`src/rtl/pifo_calendar_ctrl_pkg.sv`:
```
// Shared definitions for the PIFO calendar controller and the array atoms it drives.
// Holds the controller state encoding and the element field layout.
package pifo_calendar_ctrl_pkg;

   typedef enum logic [0:0] {
      StRun   = 1'b0,
      StFlush = 1'b1
   } state_e;

   localparam int unsigned DefElementWidth  = 32;
   localparam int unsigned DefInfoValidPos  = 31;
   // Rank occupies the low bits; lower rank dequeues first.
   localparam int unsigned RankLsb          = 0;
   localparam int unsigned RankWidth        = 16;

endpackage

```
`src/rtl/pifo_occupancy_counter.sv`:
```
// Up/down occupancy counter that saturates at 0 and DEPTH, with full/empty flags.
module pifo_occupancy_counter #(
   parameter int unsigned DEPTH = 16,
   parameter int unsigned WIDTH = 5
) (
   input  logic             clk,
   input  logic             rstn,
   input  logic             inc,
   input  logic             dec,
   output logic [WIDTH-1:0] count,
   output logic             full,
   output logic             empty
);

   logic [WIDTH-1:0] count_q, count_d;

   assign full  = (count_q == WIDTH'(DEPTH));
   assign empty = (count_q == '0);
   assign count = count_q;

   // Simultaneous inc and dec leave the count unchanged.
   always_comb begin
      count_d = count_q;
      if (inc && !dec && !full) begin
         count_d = count_q + WIDTH'(1);
      end else if (dec && !inc && !empty) begin
         count_d = count_q - WIDTH'(1);
      end
   end

   always_ff @(posedge clk) begin
      if (!rstn) begin
         count_q <= '0;
      end else begin
         count_q <= count_d;
      end
   end

endmodule

```
`src/rtl/pifo_calendar_ctrl.sv`:
```
// Controller for a systolic PIFO array: handshakes inserts/pops, broadcasts array
// controls, tracks occupancy and drains the array on flush.
module pifo_calendar_ctrl
   import pifo_calendar_ctrl_pkg::*;
#(
   parameter int unsigned ELEMENT_WIDTH       = DefElementWidth,
   parameter int unsigned PIFO_DEPTH          = 16,
   parameter int unsigned COUNT_WIDTH         = 5,
   parameter int unsigned PIFO_INFO_VALID_POS = DefInfoValidPos
) (
   input  logic                     clk,
   input  logic                     rstn,
   input  logic [ELEMENT_WIDTH-1:0] s_insert_data,
   input  logic                     s_insert_valid,
   output logic                     s_insert_ready,
   input  logic                     s_pop_valid,
   output logic                     s_pop_ready,
   output logic [ELEMENT_WIDTH-1:0] m_pop_data,
   output logic                     m_pop_valid,
   input  logic                     in_flush,
   output logic                     out_ctl_insert,
   output logic                     out_ctl_pop,
   output logic [ELEMENT_WIDTH-1:0] out_pifo_input,
   input  logic [ELEMENT_WIDTH-1:0] in_pifo_head,
   output logic [COUNT_WIDTH-1:0]   out_count,
   output logic                     out_full,
   output logic                     out_empty
);

   state_e                   state_q, state_d;
   logic                     pop_fire, insert_fire;
   logic [ELEMENT_WIDTH-1:0] pop_data_q;
   logic                     pop_valid_q;

   pifo_occupancy_counter #(
      .DEPTH (PIFO_DEPTH),
      .WIDTH (COUNT_WIDTH)
   ) u_occupancy (
      .clk   (clk),
      .rstn  (rstn),
      .inc   (out_ctl_insert),
      .dec   (out_ctl_pop),
      .count (out_count),
      .full  (out_full),
      .empty (out_empty)
   );

   always_ff @(posedge clk) begin
      if (!rstn) begin
         state_q <= StRun;
      end else begin
         state_q <= state_d;
      end
   end

   always_comb begin
      state_d = state_q;
      unique case (state_q)
         StRun:   if (in_flush) state_d = StFlush;
         StFlush: if (out_empty && !in_flush) state_d = StRun;
         default: state_d = StRun;
      endcase
   end

   // Everything is gated by rstn so no handshake or control leaks during reset.
   always_comb begin
      s_pop_ready    = 1'b0;
      s_insert_ready = 1'b0;
      pop_fire       = 1'b0;
      insert_fire    = 1'b0;
      out_ctl_pop    = 1'b0;
      out_ctl_insert = 1'b0;
      out_pifo_input = '0;
      if (rstn) begin
         unique case (state_q)
            StRun: begin
               s_pop_ready    = ~out_empty;
               pop_fire       = s_pop_valid & ~out_empty;
               s_insert_ready = ~out_full | pop_fire;
               insert_fire    = s_insert_valid & s_insert_ready;
               out_ctl_pop    = pop_fire;
               out_ctl_insert = insert_fire;
               if (insert_fire) begin
                  out_pifo_input                      = s_insert_data;
                  out_pifo_input[PIFO_INFO_VALID_POS] = 1'b1;
               end
            end
            StFlush: out_ctl_pop = ~out_empty;
            default: ;
         endcase
      end
   end

   // Head is sampled at the pop edge, so a same-cycle insert never affects it.
   always_ff @(posedge clk) begin
      if (!rstn) begin
         pop_valid_q <= 1'b0;
         pop_data_q  <= '0;
      end else begin
         pop_valid_q <= pop_fire;
         if (pop_fire) pop_data_q <= in_pifo_head;
      end
   end

   assign m_pop_valid = pop_valid_q;
   assign m_pop_data  = pop_data_q;

endmodule

```
`config.mk`:
```
export PLATFORM = sky130hd
export DESIGN_NAME = pifo_calendar_ctrl
export DESIGN_NICKNAME = d
export VERILOG_FILES = /design/src/rtl/pifo_calendar_ctrl_pkg.sv /design/src/rtl/pifo_occupancy_counter.sv /design/src/rtl/pifo_calendar_ctrl.sv
export SDC_FILE = /design/constraint.sdc
export NUM_CORES = 1
export LEC_CHECK = 0
export CAP_MARGIN = 20
export CELL_PAD_IN_SITES_DETAIL_PLACEMENT = 1
export CELL_PAD_IN_SITES_GLOBAL_PLACEMENT = 2
export CORE_MARGIN = 5
export CORE_UTILIZATION = 18
export CTS_BUF_LIST = sky130_fd_sc_hd__clkbuf_16
export DETAILED_ROUTE_END_ITERATION = 10
export GPL_TIMING_DRIVEN = 0
export PLACE_DENSITY_LB_ADDON = 0.05
export SLEW_MARGIN = 20
export SYNTH_ARGS = -nofsm -noshare
export SYNTH_HDL_FRONTEND = slang
export SYNTH_SLANG_ARGS = --single-unit
```
`constraint.sdc`:
```
create_clock -name clk -period 6.15 [get_ports clk]
set_clock_uncertainty 0.05 [all_clocks]
set_input_delay 1.23 -clock clk [delete_from_list [all_inputs] [get_ports clk]]
set_output_delay 1.23 -clock clk [all_outputs]
set_load 0.05 [all_outputs]
```
Yosys cells after proc, flatten, opt, wreduce, memory -nomap -nowiden --
Index checks and enable logic that the tools add are counted.
Storage, ports and cells: register bits after elaboration 39, memories kept 0, bits of input ports 69, bits in latches 0, output and inout port bits 76, RAM bits 0, logic and storage cells 43, ROM bits 0
Cells by class: multiply operators 0, reductions and logical operators 12, shift-type cells 0, bitwise logic cells 6, equality and inequality tests 1, add/sub/neg operators 2, multiplexer cells 18, divide/modulo/power cells 0, $lt $le $gt $ge 0
Operator list (count):
- 32-bit two-way mux | 3
- 1-bit two-way mux | 11
- 5-bit two-way mux | 2
- 5-bit by 1-bit adder with 5-bit output, second input constant | 1
- 5-bit == test, second input constant | 1
- 1-bit logical AND | 5
- 1-bit logical NOT | 5
- 5-bit logical NOT | 1
- 5-bit by 1-bit subtractor with 5-bit output, second input constant | 1
- 1-bit case mux with 2 select lines | 2
- 1-bit inverter | 3
- 1-bit bitwise AND | 2
- 2-bit nonzero test | 1
- 1-bit OR | 1

Logic depth before layout (Yosys ltp) --
word-level depth 12, depth in mapped cells 9, mapped depth without buffers 9

Modules after synthesis --
Synthesis repeated with hierarchy kept, for this count alone.
Second synthesis, totals: cells, all modules 268, area, all modules 2178.3 um2
By module, submodules not included:
- pifo_calendar_ctrl | area an instance 1774.2 um2, seq. area each 680.7 um2, cells an instance 223, times used 1
- pifo_occupancy_counter | area an instance 404.1 um2, seq. area each 100.1 um2, cells an instance 45, times used 1

Least setup slack after synthesis --
No wires, ideal clock.
path kind input to output, from in s_insert_valid, to out out_pifo_input[22], path buffers 1, cell stages on the path 4, arrival 2.706 ns, required time 4.870 ns, setup slack 2.164 ns, cells stage by stage and3b_1 > o21a_1 > clkbuf_1 > and2_1
Between the ends: word-level cells in the longest chain between the ends 4
Ends and longest elaborated chain:
- start, declared | line pifo_calendar_ctrl.sv:14 | input logic s_insert_valid,
- 1-bit bitwise AND | line pifo_calendar_ctrl.sv:80 | insert_fire = s_insert_valid & s_insert_ready;
- 32-bit two-way mux | line pifo_calendar_ctrl.sv:83 | if (insert_fire) begin
- 32-bit two-way mux | line pifo_calendar_ctrl.sv:75 | unique case (state_q)
- 32-bit two-way mux | line pifo_calendar_ctrl.sv:74 | if (rstn) begin
- end, declared | line pifo_calendar_ctrl.sv:23 | output logic [ELEMENT_WIDTH-1:0] out_pifo_input,
No other way between the ends.

Worst setup path after layout --
from in rstn, to out out_ctl_pop
Between the ends: word-level cells in the longest chain between the ends 1
Ends and longest elaborated chain:
- start, declared | line pifo_calendar_ctrl.sv:12 | input logic rstn,
- 1-bit two-way mux | line pifo_calendar_ctrl.sv:74
- end, declared | line pifo_calendar_ctrl.sv:22 | output logic out_ctl_pop,
No other way between the ends.

==> impl_metrics.toml <==
[run_status]
run_status = "completed"

[global_routing]
grt_max_degree = 14
grt_pass1_wl_um = 12200
grt_pass1_vias = 2358
globalRouteTotalUtil_pct = 12.0
grt-ovfl-total = 0
antenna_found_initial = 0

[final_layout]
num-nets-final = 461
layout-drive-gt1-share_pct = 6.68
antenna_cells = 0
fillCellCount = 1270
syn_to_final_growth_pct = 91.2

[pwr]
p_per_area_nw_per_um2 = 324
ir_worst_vdd_mv = 0.128
power_mw = 1.20
p_leak_nw = 1.37

[placement]
dp_hpwl_um = 6370
post-place-ws_ps = 999
place.gp.congestion = 0.675
port_buffers = 143

[timing]
finalCritPeriodShare_pct = 82.0
setup_ws_ps = 1110
fmax_mhz = 198
hold_slack_ps = 408
drv_slew = 0
finalSetupViolCount = 0
fin_crit_ps = 5040
final-hold-violation-count = 0
grt_setup_unrepaired = "false"
finalSetupTns_ps = 0
tightest_slew_ps = 588
timing.slew.headroom_pct = 60.7

[synth]
yosys_register_bits = 39
synth_edf_count = 0
synth_flop_cell = "dfxtp_1"
ys_warn_count = 0
syn_area_per_cell_um2 = 8.18
yosysSeqAreaShare_pct = 40.1
synthArstFlopShare_pct = 0
synth_nets = 311
ys_types = 36
syn_area_um2 = 1950
syn_inst = 238

[die]
die_width_um = 114
fp.dieArea_um2 = 13000
rows = 38
coreArea_um2 = 10700
num_io_pins = 145
initial_core_util_pct = 18.2
die_h_um = 114

[worst_hold_path]
hold_start = "m_pop_data[14]"
hold_path_depth = 2
holdCritPathClass = "register to register"
hold-path-endpoint = "m_pop_data[14]"

[clock_network]
clockBufferDepth = 2
hold_buffers = 0
clk_pin_slew_worst_paths_ps = 60
cts_tree = "done"
clk_root_buffer_cell = "clkbuf_16"
clk_latency_ps = 280
post-cts-setup-buffers = 0
cts_sinks = 39
cts_buffers = 5
cts-resized-gates = 0
htreeDepth = 2

[critical_path]
critPathArrivalTime_ps = 3760
worstPathMaxFanout = 10
worstPathRequired_ps = 4870
rr_worst_depth = 9
r2r_start = "u_occupancy.count[0]"
r2r_slack_ps = 3650
slowest_delay_ps = 810
r2r-end = "u_occupancy.count[4]"
crit_chain = "clkdlybuf4s50_1 > clkbuf_1 > clkbuf_1 > o21ai_0 > nor2_1 > clkdlybuf4s50_1"
critPathKind = "primary input to primary output"
start_kind = "primary input"
endpoint_kind = "primary output"
cpMaxStageDelayCell = "clkdlybuf4s50_1"

[route]
wl_um = 7750
via_count = 2145
wl_met1_um = 3110
routed.top_layer = "met4"
antenna_left = 0
first_iter_violations = 37
drt_first_pass_iters = 4
wl_met2_um = 3510
route.met3.wl_um = 1040
via_per_inst = 4.05
post_drt_wl_per_cell_um = 14.7
drc_errors = 0

[flow_run]
maxCapViolCount = 0
layout make-up:
type | count | area [µm²] | area share, %
clock buffers | 5 | 125 | 3.36
multi-input cells | 178 | 1070 | 28.8
clock inverters | 3 | 43.8 | 1.18
flip-flops and latches | 39 | 781 | 21.0
well taps | 140 | 175 | 4.71
repair buffers | 143 | 1430 | 38.5
inverters | 7 | 26.3 | 0.706
plain buffers | 14 | 66.3 | 1.78
state kept, by name, indices dropped and copies added, names as in the netlist:
| name | cells |
|---|---|
| m_pop_data | 32 |
| u_occupancy.count | 5 |
| m_pop_valid | 1 |
| state_q | 1 |
Yosys cell counts, drive strengths merged, types with 2 or more instances:
cell type	n	area [µm²]
nand2	71	269
clkbuf	7	26.3
a21boi	32	240
a211oi	2	15.0
buf	7	40.0
and2	31	194
dfxtp	39	781
nor2	8	30.0
a21oi	3	15.0
o21a	2	15.0
ha	3	37.5
nand2b	2	12.5
a211o	2	18.8
o21ai	2	13.8
inv	7	26.3
mux2i	5	50.1
xor2	2	17.5
where the power goes:
group	switching [mW]	internal, mW	total, mW
logic	0.350	0.222	0.573
registers	0.0444	0.289	0.333
clock network	0.108	0.191	0.299
per-stage QoR:
stage	area [µm²]	util, %	cells
after floorplan	1950	-	238
after global placement	3550	33.2	521
after detailed placement	3550	33.2	521
final	3720	34.8	529
after global routing	3720	34.8	529
after CTS	3720	34.8	529
per-layer routing:
metal / up-vias / GRT usage (%)
li1: 1071 / -
met1: 967 / 13.2
met2: 101 / 19.7
met3: 6 / 6.95
met4: 0 / 3.33
met5: - / 0
worst max-delay path: cells and delay by family:
family | cells | cell delay (ps)
buf+inv | 4 | 2220
compound gates | 1 | 170
simple gates | 1 | 120
cells by family (layout without fill, tap and decap cells):
| logic type | count (synthesis) | count (layout) | share of synthesized area (%) |
|---|---|---|---|
| adders and majority gates | 4 | 4 | 2.96 |
| and+or+nand+nor | 120 | 120 | 29.9 |
| xor gates and xnor gates | 2 | 2 | 0.900 |
| AOI/OAI and AO/OA | 46 | 46 | 18.0 |
| muxes | 6 | 6 | 3.34 |
| DFF | 39 | 39 | 40.1 |
| buffers and inverters | 21 | 172 | 4.76 |
placed cells by master, fill, tap and decap left out, types with 4 or more instances in the layout:
cell             Yosys  routed
clkdlybuf4s50_1      0     143
nor2_1               8       8
and2_1              31      31
clkbuf_1             7       7
a21boi_0            28      28
nand2_1             70      70
inv_1                5       5
dfxtp_1             39      39
a21boi_1             4       4
buf_2                5       5
clkbuf_16            0       5
mux2i_1              5       5
worst max-delay path by stage:
stage	startpoint	endpoint	slack (ps)	cells past startpoint
after floorplan	s_insert_valid	out_pifo_input[22]	2160	4
after global placement	rstn	out_ctl_pop	1020	6
after detailed placement	rstn	out_ctl_pop	1000	6
after CTS	rstn	out_ctl_pop	990	6
after global routing	rstn	out_ctl_pop	800	6
final	rstn	out_ctl_pop	1110	6
No activity file was read; power rests on OpenSTA's default activity.
